`src/rtl/intra_net_pkg.sv`:
```
// Shared types and constants for the intra-network transpose job scheduler.
package intra_net_pkg;

  typedef enum logic [2:0] {
    S_IDLE = 3'd0,
    S_LOAD = 3'd1,
    S_RUN  = 3'd2,
    S_DONE = 3'd3,
    S_GAP  = 3'd4
  } state_t;

  localparam logic [1:0] ERR_OK  = 2'b00;
  localparam logic [1:0] ERR_DIM = 2'b01;
  localparam logic [1:0] ERR_TMO = 2'b10;

  localparam int COL_DIM_DEF    = 16;
  localparam int ADDR_WIDTH_DEF = 10;
  localparam int TAG_WIDTH_DEF  = 2;
  localparam int JOB_W_DEF      = 2 * $clog2(COL_DIM_DEF) + 2 * ADDR_WIDTH_DEF + TAG_WIDTH_DEF;

  // Job record layout is {A, B, O_base, A_base, tag}.
  function automatic int job_w(input int dw, input int aw, input int tw);
    return 2 * dw + 2 * aw + tw;
  endfunction

endpackage

```
`src/rtl/intra_net_job_fifo.sv`:
```
// Generic synchronous FIFO with flush; storage is not reset, only pointers and count.
module intra_net_job_fifo #(
  parameter int WIDTH = 8,
  parameter int DEPTH = 4
) (
  input  logic                     clk,
  input  logic                     reset,
  input  logic                     push,
  input  logic                     pop,
  input  logic                     flush,
  input  logic [WIDTH-1:0]         din,
  output logic [WIDTH-1:0]         dout,
  output logic                     full,
  output logic                     empty,
  output logic [$clog2(DEPTH):0]   count
);

  localparam int AW = $clog2(DEPTH);
  localparam int CW = AW + 1;

  logic [WIDTH-1:0] mem [DEPTH];
  logic [AW-1:0]    wr_ptr;
  logic [AW-1:0]    rd_ptr;
  logic             do_push;
  logic             do_pop;

  assign full    = (count == CW'(DEPTH));
  assign empty   = (count == '0);
  assign do_push = push && !full && !flush;
  assign do_pop  = pop && !empty && !flush;
  assign dout    = mem[rd_ptr];

  always_ff @(posedge clk or negedge reset) begin
    if (!reset) begin
      wr_ptr <= '0;
      rd_ptr <= '0;
      count  <= '0;
    end else if (flush) begin
      wr_ptr <= '0;
      rd_ptr <= '0;
      count  <= '0;
    end else begin
      if (do_push) wr_ptr <= wr_ptr + 1'b1;
      if (do_pop)  rd_ptr <= rd_ptr + 1'b1;
      count <= count + CW'(do_push) - CW'(do_pop);
    end
  end

  always_ff @(posedge clk) begin
    if (do_push) mem[wr_ptr] <= din;
  end

endmodule

```
`src/rtl/intra_net_sched.sv`:
```
// Job scheduler for the intra-network transpose engine: queues host jobs,
// issues them one at a time, enforces a run timeout and reports completion.
module intra_net_sched
  import intra_net_pkg::*;
#(
  parameter int COL_DIM     = 16,
  parameter int ADDR_WIDTH  = 10,
  parameter int QDEPTH      = 4,
  parameter int TAG_WIDTH   = 2,
  parameter int TIMEOUT_CYC = 1024
) (
  input  logic                        clk,
  input  logic                        reset,
  input  logic                        job_valid,
  output logic                        job_ready,
  input  logic [$clog2(COL_DIM)-1:0]  job_A,
  input  logic [$clog2(COL_DIM)-1:0]  job_B,
  input  logic [ADDR_WIDTH-1:0]       job_O_base,
  input  logic [ADDR_WIDTH-1:0]       job_A_base,
  input  logic [TAG_WIDTH-1:0]        job_tag,
  input  logic                        flush,
  output logic [$clog2(COL_DIM)-1:0]  A,
  output logic [$clog2(COL_DIM)-1:0]  B,
  output logic [ADDR_WIDTH-1:0]       O_base_addr,
  output logic [ADDR_WIDTH-1:0]       A_base_addr,
  output logic                        sig_start,
  input  logic                        sig_end,
  output logic                        core_clr,
  output logic                        done,
  output logic [TAG_WIDTH-1:0]        done_tag,
  output logic [1:0]                  done_err,
  output logic                        busy,
  output logic [$clog2(QDEPTH):0]     pending
);

  localparam int DW    = $clog2(COL_DIM);
  localparam int JOB_W = job_w(DW, ADDR_WIDTH, TAG_WIDTH);
  localparam int CNT_W = (TIMEOUT_CYC > 1) ? $clog2(TIMEOUT_CYC) : 1;

  state_t             state;
  state_t             state_nxt;
  logic               fifo_push;
  logic               fifo_pop;
  logic               fifo_full;
  logic               fifo_empty;
  logic [JOB_W-1:0]   job_din;
  logic [JOB_W-1:0]   job_dout;
  logic [TAG_WIDTH-1:0] tag_q;
  logic [1:0]         err_q;
  logic [1:0]         err_nxt;
  logic [CNT_W-1:0]   run_cnt;

  assign job_ready = !fifo_full;
  assign fifo_push = job_valid && !fifo_full;
  assign job_din   = {job_A, job_B, job_O_base, job_A_base, job_tag};

  intra_net_job_fifo #(
    .WIDTH (JOB_W),
    .DEPTH (QDEPTH)
  ) u_job_fifo (
    .clk   (clk),
    .reset (reset),
    .push  (fifo_push),
    .pop   (fifo_pop),
    .flush (flush),
    .din   (job_din),
    .dout  (job_dout),
    .full  (fifo_full),
    .empty (fifo_empty),
    .count (pending)
  );

  always_ff @(posedge clk or negedge reset) begin
    if (!reset) state <= S_IDLE;
    else        state <= state_nxt;
  end

  always_comb begin
    state_nxt = state;
    err_nxt   = err_q;
    fifo_pop  = 1'b0;
    sig_start = 1'b0;
    done      = 1'b0;
    core_clr  = 1'b0;
    done_tag  = '0;
    done_err  = '0;
    busy      = (state != S_IDLE);
    case (state)
      S_IDLE: begin
        if (!fifo_empty) begin
          fifo_pop  = 1'b1;
          state_nxt = S_LOAD;
        end
      end
      S_LOAD: begin
        if (A == '0 || B == '0) begin
          state_nxt = S_DONE;
          err_nxt   = ERR_DIM;
        end else begin
          state_nxt = S_RUN;
          err_nxt   = ERR_OK;
        end
      end
      S_RUN: begin
        sig_start = 1'b1;
        // Completion beats the timeout when both land in the same cycle.
        if (sig_end) begin
          state_nxt = S_DONE;
          err_nxt   = ERR_OK;
        end else if (run_cnt == CNT_W'(TIMEOUT_CYC - 1)) begin
          state_nxt = S_DONE;
          err_nxt   = ERR_TMO;
        end
      end
      S_DONE: begin
        done      = 1'b1;
        done_tag  = tag_q;
        done_err  = err_q;
        core_clr  = (err_q == ERR_TMO);
        state_nxt = S_GAP;
      end
      S_GAP: begin
        if (!sig_end) state_nxt = S_IDLE;
      end
      default: state_nxt = S_IDLE;
    endcase
  end

  // Config registers hold the issued job for the whole LOAD..GAP window.
  always_ff @(posedge clk or negedge reset) begin
    if (!reset) begin
      A           <= '0;
      B           <= '0;
      O_base_addr <= '0;
      A_base_addr <= '0;
      tag_q       <= '0;
      err_q       <= ERR_OK;
      run_cnt     <= '0;
    end else begin
      if (fifo_pop) {A, B, O_base_addr, A_base_addr, tag_q} <= job_dout;
      err_q   <= err_nxt;
      run_cnt <= (state == S_RUN) ? run_cnt + 1'b1 : '0;
    end
  end

endmodule

```
`config.mk`:
```
export PLATFORM = sky130hd
export DESIGN_NAME = intra_net_sched
export DESIGN_NICKNAME = d
export VERILOG_FILES = /design/src/rtl/intra_net_pkg.sv /design/src/rtl/intra_net_job_fifo.sv /design/src/rtl/intra_net_sched.sv
export SDC_FILE = /design/constraint.sdc
export NUM_CORES = 1
export LEC_CHECK = 0
export BUFFER_PORTS_ARGS = -buffer_cell sky130_fd_sc_hd__buf_2
export CORE_UTILIZATION = 39
export CTS_CLUSTER_DIAMETER = 30
export DETAILED_ROUTE_END_ITERATION = 10
export SETUP_SLACK_MARGIN = 0.1
export SLEW_MARGIN = 20
export SYNTH_ARGS = -nofsm -noshare
export SYNTH_HDL_FRONTEND = slang
export SYNTH_SLANG_ARGS = --single-unit
```
`constraint.sdc`:
```
create_clock -name clk -period 2.7 [get_ports clk]
set_clock_uncertainty 0.05 [all_clocks]
set_input_delay 0.27 -clock clk [delete_from_list [all_inputs] [get_ports clk]]
set_output_delay 0.27 -clock clk [all_outputs]
set_load 0.005 [all_outputs]
```
Word level (Yosys, flattened, before mapping)
Memories as Yosys holds them, arrays and structs flattened. A register that Yosys moved wholly into a read port is not among the register bits.
Cells that the tools add are included.
{"block": "totals", "wordCells": 67, "mem_count": 1, "input_bits": 35, "ff_bits": 22, "ram_bits": 120}
{"name": "u_job_fifo.mem", "depth": 4, "word_bits": 30, "read_ports": 1, "rd_clocked_by_memory_dff": 1, "write_ports": 1, "line_no": "intra_net_job_fifo.sv:21", "source": "logic [WIDTH-1:0] mem [DEPTH];"}
{"block": "op_classes", "n_reduce_logical": 20, "addsub": 5, "n_eq_ne": 10, "mux": 25}
{"cell": "$mux W2", "count": 8}
{"cell": "$mux W3", "count": 5}
{"cell": "$pmux W3 S5", "count": 1}
{"cell": "$add A10 B1 Y10 const B", "count": 1}
{"cell": "$eq A10 B10 Y1 const B", "count": 1}
{"cell": "$mux W10", "count": 1}
{"cell": "$mux W1", "count": 9}
{"cell": "$logic_not A4 Y1", "count": 2}
{"cell": "$eq A3 B2 Y1 const B", "count": 2}
{"cell": "$eq A3 B3 Y1 const B", "count": 2}
{"cell": "$logic_not A3 Y1", "count": 2}
{"cell": "$reduce_bool A2 Y1", "count": 3}
{"cell": "$logic_and A1 B1 Y1", "count": 5}
{"cell": "$add A2 B1 Y2 const B", "count": 2}
{"cell": "$logic_not A1 Y1", "count": 4}
{"cell": "$ne A2 B2 Y1 const B", "count": 2}
{"cell": "$pmux W2 S2", "count": 1}
{"cell": "$add A3 B1 Y3", "count": 1}
{"cell": "$eq A3 B1 Y1 const B", "count": 1}
{"cell": "$ne A3 B3 Y1 const B", "count": 1}
{"cell": "$reduce_and A3 Y1", "count": 1}
{"cell": "$reduce_bool A3 Y1", "count": 1}
{"cell": "$sub A3 B1 Y3", "count": 1}
{"cell": "$eq A2 B2 Y1 const B", "count": 1}
{"cell": "other kinds (2)", "count": 2}

Depth between registers and ports, before layout
{"block": "depth", "depth_word": 8, "ltp_mapped": 13, "depth_no_buf": 11}

Hierarchy
A second synthesis with hierarchy kept.
{"block": "unflattened", "hier_cells": 359, "area_unflattened_um2": 6960.4}
{"module": "intra_net_job_fifo", "instances": 1, "seq_area_each_um2": 3778.6, "area_each_um2": 4838.4, "cells_each": 205}
{"module": "intra_net_sched", "instances": 1, "seq_area_each_um2": 1126.1, "area_each_um2": 2122.0, "cells_each": 154}

Least setup slack after synthesis
Ideal clock, no wire load.
{"block": "synth_timing", "path_kind": "reg-to-reg", "startpoint": "register u_job_fifo.count[1]", "endpoint": "register u_job_fifo.count[2]", "path_slack_ns": 0.171, "period_less_slack_ns": 2.529, "setup_ns": 0.130, "stages_incl_launch_ff": 13, "n_path_buf": 1, "arrival_time_ns": 2.349, "cell_sequence": "dfrtp_1 or3_1 nand2_2 buf_4 nor2_1 ha_1 inv_1 ha_1 inv_1 fa_1 xor2_1 xnor2_1 nor2_1"}
{"block": "synth_between", "elab_chain_len": 8}
{"item": "from (decl)", "line_no": "intra_net_job_fifo.sv:15", "source": "output logic [$clog2(DEPTH):0] count"}
{"item": "from (signal assigned)", "line_no": "intra_net_job_fifo.sv:45", "source": "count <= count + CW'(do_push) - CW'(do_pop);"}
{"item": "$eq A3 B3 Y1", "line_no": "intra_net_job_fifo.sv:27", "source": "assign full = (count == CW'(DEPTH));"}
{"item": "$logic_not A1 Y1", "line_no": "intra_net_job_fifo.sv:29, intra_net_sched.sv:54"}
{"item": "$logic_and A1 B1 Y1", "line_no": "intra_net_sched.sv:54", "source": "assign fifo_push = job_valid && !fifo_full;"}
{"item": "$logic_and A1 B1 Y1 (2 in series)", "line_no": "intra_net_job_fifo.sv:29", "source": "assign do_push = push && !full && !flush;"}
{"item": "$add A3 B1 Y3", "line_no": "intra_net_job_fifo.sv:45"}
{"item": "$sub A3 B1 Y3 (*)", "line_no": "intra_net_job_fifo.sv:45"}
{"item": "$mux W3 (*)", "line_no": "intra_net_job_fifo.sv:38", "source": "end else if (flush) begin"}
Mark *: on every way between the ends. The rest lies on a longest branch, timed or not.
A chain may end at the register's enable or synchronous reset.

Worst setup path after layout
Same ends and word-level chain as after synthesis.

==> reports/metrics.cfg <==
[status]
status=complete, no violations

[route]
drc=0
ant_nets=0
wl_met3_um=519
initialDrtViolationCount=136
top_layer_used=met5
dr_wl_met2_um=6140
wirelength_met1_um=5500
wire_per_inst_um=17.8
wl_um=12200
vias=3364
dr.pass1.iters=4
viasPerCell=4.90

[cts]
clock-sinks=172
cts_buffers=17
clock_latency_ps=420
clockRootBuffer=clkbuf_16
cts.path.max_buffers=2
clkTransAtPathRegs_ps=60
tritoncts=yes
post-cts-setup-buffers=0
cts_resized=0
cts_max_level=4

[worst_setup_path]
setup.worst_path.start=u_job_fifo.count[1]
cp_num_buf_inv=2
path_class=flip-flop to flip-flop
cp_top_family=adder cells
cp.arrival_ps=2700
path_cells=or3_1 -> nand2_2 -> nor2_1 -> ha_1 -> inv_1 -> ha_1 -> inv_1 -> fa_1 -> xor2_1 -> xnor2_1 -> nor2_1
rr_endpoint=u_job_fifo.count[2]
cp_slowest_cell=dfrtp_1
cp.required_ps=2950
r2r_start=u_job_fifo.count[1]
crit_path_end_kind=flip-flop
cp-start-kind=flip-flop
reg2reg_slack_ps=250
slowest_delay_ps=450
reg2regPathDepth=11
critPathMaxFanout=5

[die]
start_util_pct=40.2
num_rows=47
ios=75
die_x_um=133
die-area_um2=17700
coreArea_um2=16600
die_y_um=133

[hold_path]
hp-start=job_O_base[7]
hp-class=input port to flip-flop
min_to=u_job_fifo.mem[2][19]
hold_depth=1

[yosys]
yosys.area_share.simple_pct=4.85
synth_warnings=0
synth_area_um2=6690
syn_nets=393
synth-xor-area-share_pct=1.70
synth-adder-area-share_pct=1.61
synth-compound-area-share_pct=1.35
ys_ff_latch=172
synthMuxAreaShare_pct=15.3
synth_top_family_by_area=multiplexers
synth_area_leaders=edfxtp_1 (54%), dfrtp_1 (19%), mux4_2 (9.4%)
ys_seq_area_share_pct=73.3
yosys.area.top_type_share_pct=53.9
yosysTopAreaCell=edfxtp_1
synthCells=350
syn_area_per_cell_um2=19.1
ys_types=37

[pwr]
power_density_nw_per_um2=970
vdd_ir_drop_max_v=0.000487
leakagePower_nw=3.03

[placed_design]
numPortBuffers=74
dp_hpwl_um=7530
place_area_um2=7300
dp_cells=638
gp_congestion=0.727

[timing]
finalSetupTns_ps=0
slew_headroom_pct=41.2
finalSetupViolCount=0
period_minus_slack_ps=2450
tightestPinTransition_ps=883
fmax_mhz=409
slew_viol_final=0
fin_crit_sh_pct=90.6
holdWs_ps=20.7
finalHoldViolations=0
grt_setup_unrepaired=no

[layout]
insertedDiodeCount=0
final_nets=497
final_area_um2=8080
fill_cells=1388
multi_input_area_um2=1660
final_cells=687
syn2layout_area_growth_pct=20.8
layout-drive-gt1-share_pct=39.0
register_area_um2=4910

[grt]
antenna_found_initial=1
grt_pass1_vias=3556
gr-usage-all-layers_pct=14.9
grt_max_degree=32
grt_overflow=0
grt_pass1_wl_um=19300

[run]
timing.max_cap.violations=0

[report_power, final]
part           internal, W  switching (W)  total [W]  leakage [nW]
clock              0.00149       0.000971    0.00246         0.300
combinational      0.00103       0.000866    0.00189         0.988
sequential         0.00325       0.000242    0.00349          1.74
total              0.00576        0.00208    0.00784          3.03
[final cells by class]
cell class,instances,area share (%)
Clock buffer,23,6.16
Clock inverter,9,1.35
Inverter,8,0.372
Multi-Input combinational cell,156,20.6
Sequential cell,172,60.7
Tap cell,220,3.41
Timing Repair Buffer,99,7.43
[sequential cells by signal, indices dropped and copies added, names as in the netlist, 3 cells and up]
signal            cells
u_job_fifo.mem      120
A_base_addr          10
O_base_addr          10
run_cnt              10
A                     4
B                     4
state                 3
u_job_fifo.count      3
[per-layer routing]
layer / vias to the layer above / global-route usage [%]
li1: 1557 / -
met1: 1733 / 18.7
met2: 65 / 24.2
met3: 7 / 5.48
met4: 2 / 4.60
met5: - / 0
[placed cells by master (no fill, tap or decap), drive strengths merged]
master and instances:
fa 1, and2 4, mux4 30, or3 2, nand4 2, xnor2 7, nor3 3, o21ai 4
nor2 22, buf 82, dfrtp 52, nand2b 1, mux2 30, clkbuf 23, and4 1, nor4 2
dlygate4sd3 17, o21bai 1, nor2b 6, edfxtp 120, xor2 6, and3 6, nand2 7, a2111oi 1
clkinv 5, ha 7, a21oi 2, a31o 2, nand3 5, inv 9, or3b 1, clkinvlp 1
bufinv 2, a41oi 2, o41ai 1
[cells in the mapped netlist (all sizes together)]
library cell	n
clkbuf	3
or3b	1
and3	6
a21oi	2
mux2	30
or3	2
nor4	2
buf	11
nand2b	1
nor2b	6
dfrtp	52
nand4	2
xnor2	7
o21ai	4
fa	1
ha	7
o41ai	1
a2111oi	1
mux4	30
nand3	5
nand2	7
a31o	2
inv	8
nor3	3
and2	4
nor2	22
o21bai	1
a41oi	2
xor2	6
and4	1
edfxtp	120
[repair_timing]
action,4_1_cts,5_1_grt
endpoints found under the hold margin,79,0
hold buffers,17,0
setup endpoints to repair,0,0
[worst max path at each step]
stage | endpoint | slack, ps | cells past startpoint
after global placement | u_job_fifo.count[2] | 330 | 11
after detailed placement | u_job_fifo.count[2] | 260 | 11
final | u_job_fifo.count[2] | 250 | 11
after global routing | u_job_fifo.count[2] | 150 | 11
after CTS | u_job_fifo.count[2] | 230 | 11
after floorplan | u_job_fifo.count[2] | 170 | 12
[logic make-up (layout without fill, tap and decap cells)]
family                     count (synthesis)  after routing
adders and majority gates                  8              8
and+or+nand+nor                           62             62
AOI/OAI and AO/OA                         13             13
xor gates and xnor gates                  13             13
DFF                                      172            172
muxes                                     60             60
buffers and inverters                     22            139
[per-stage QoR]
step	total power, W	setup slack, ps	util (%)
3_3_place_gp	0.00543	328	43.9
5_1_grt	0.00824	154	48.6
2_1_floorplan	0.00485	171	-
6_report	0.00784	253	48.6
3_5_place_dp	0.00548	259	43.9
4_1_cts	0.00797	233	48.6
(Power assumes the default switching activity.)
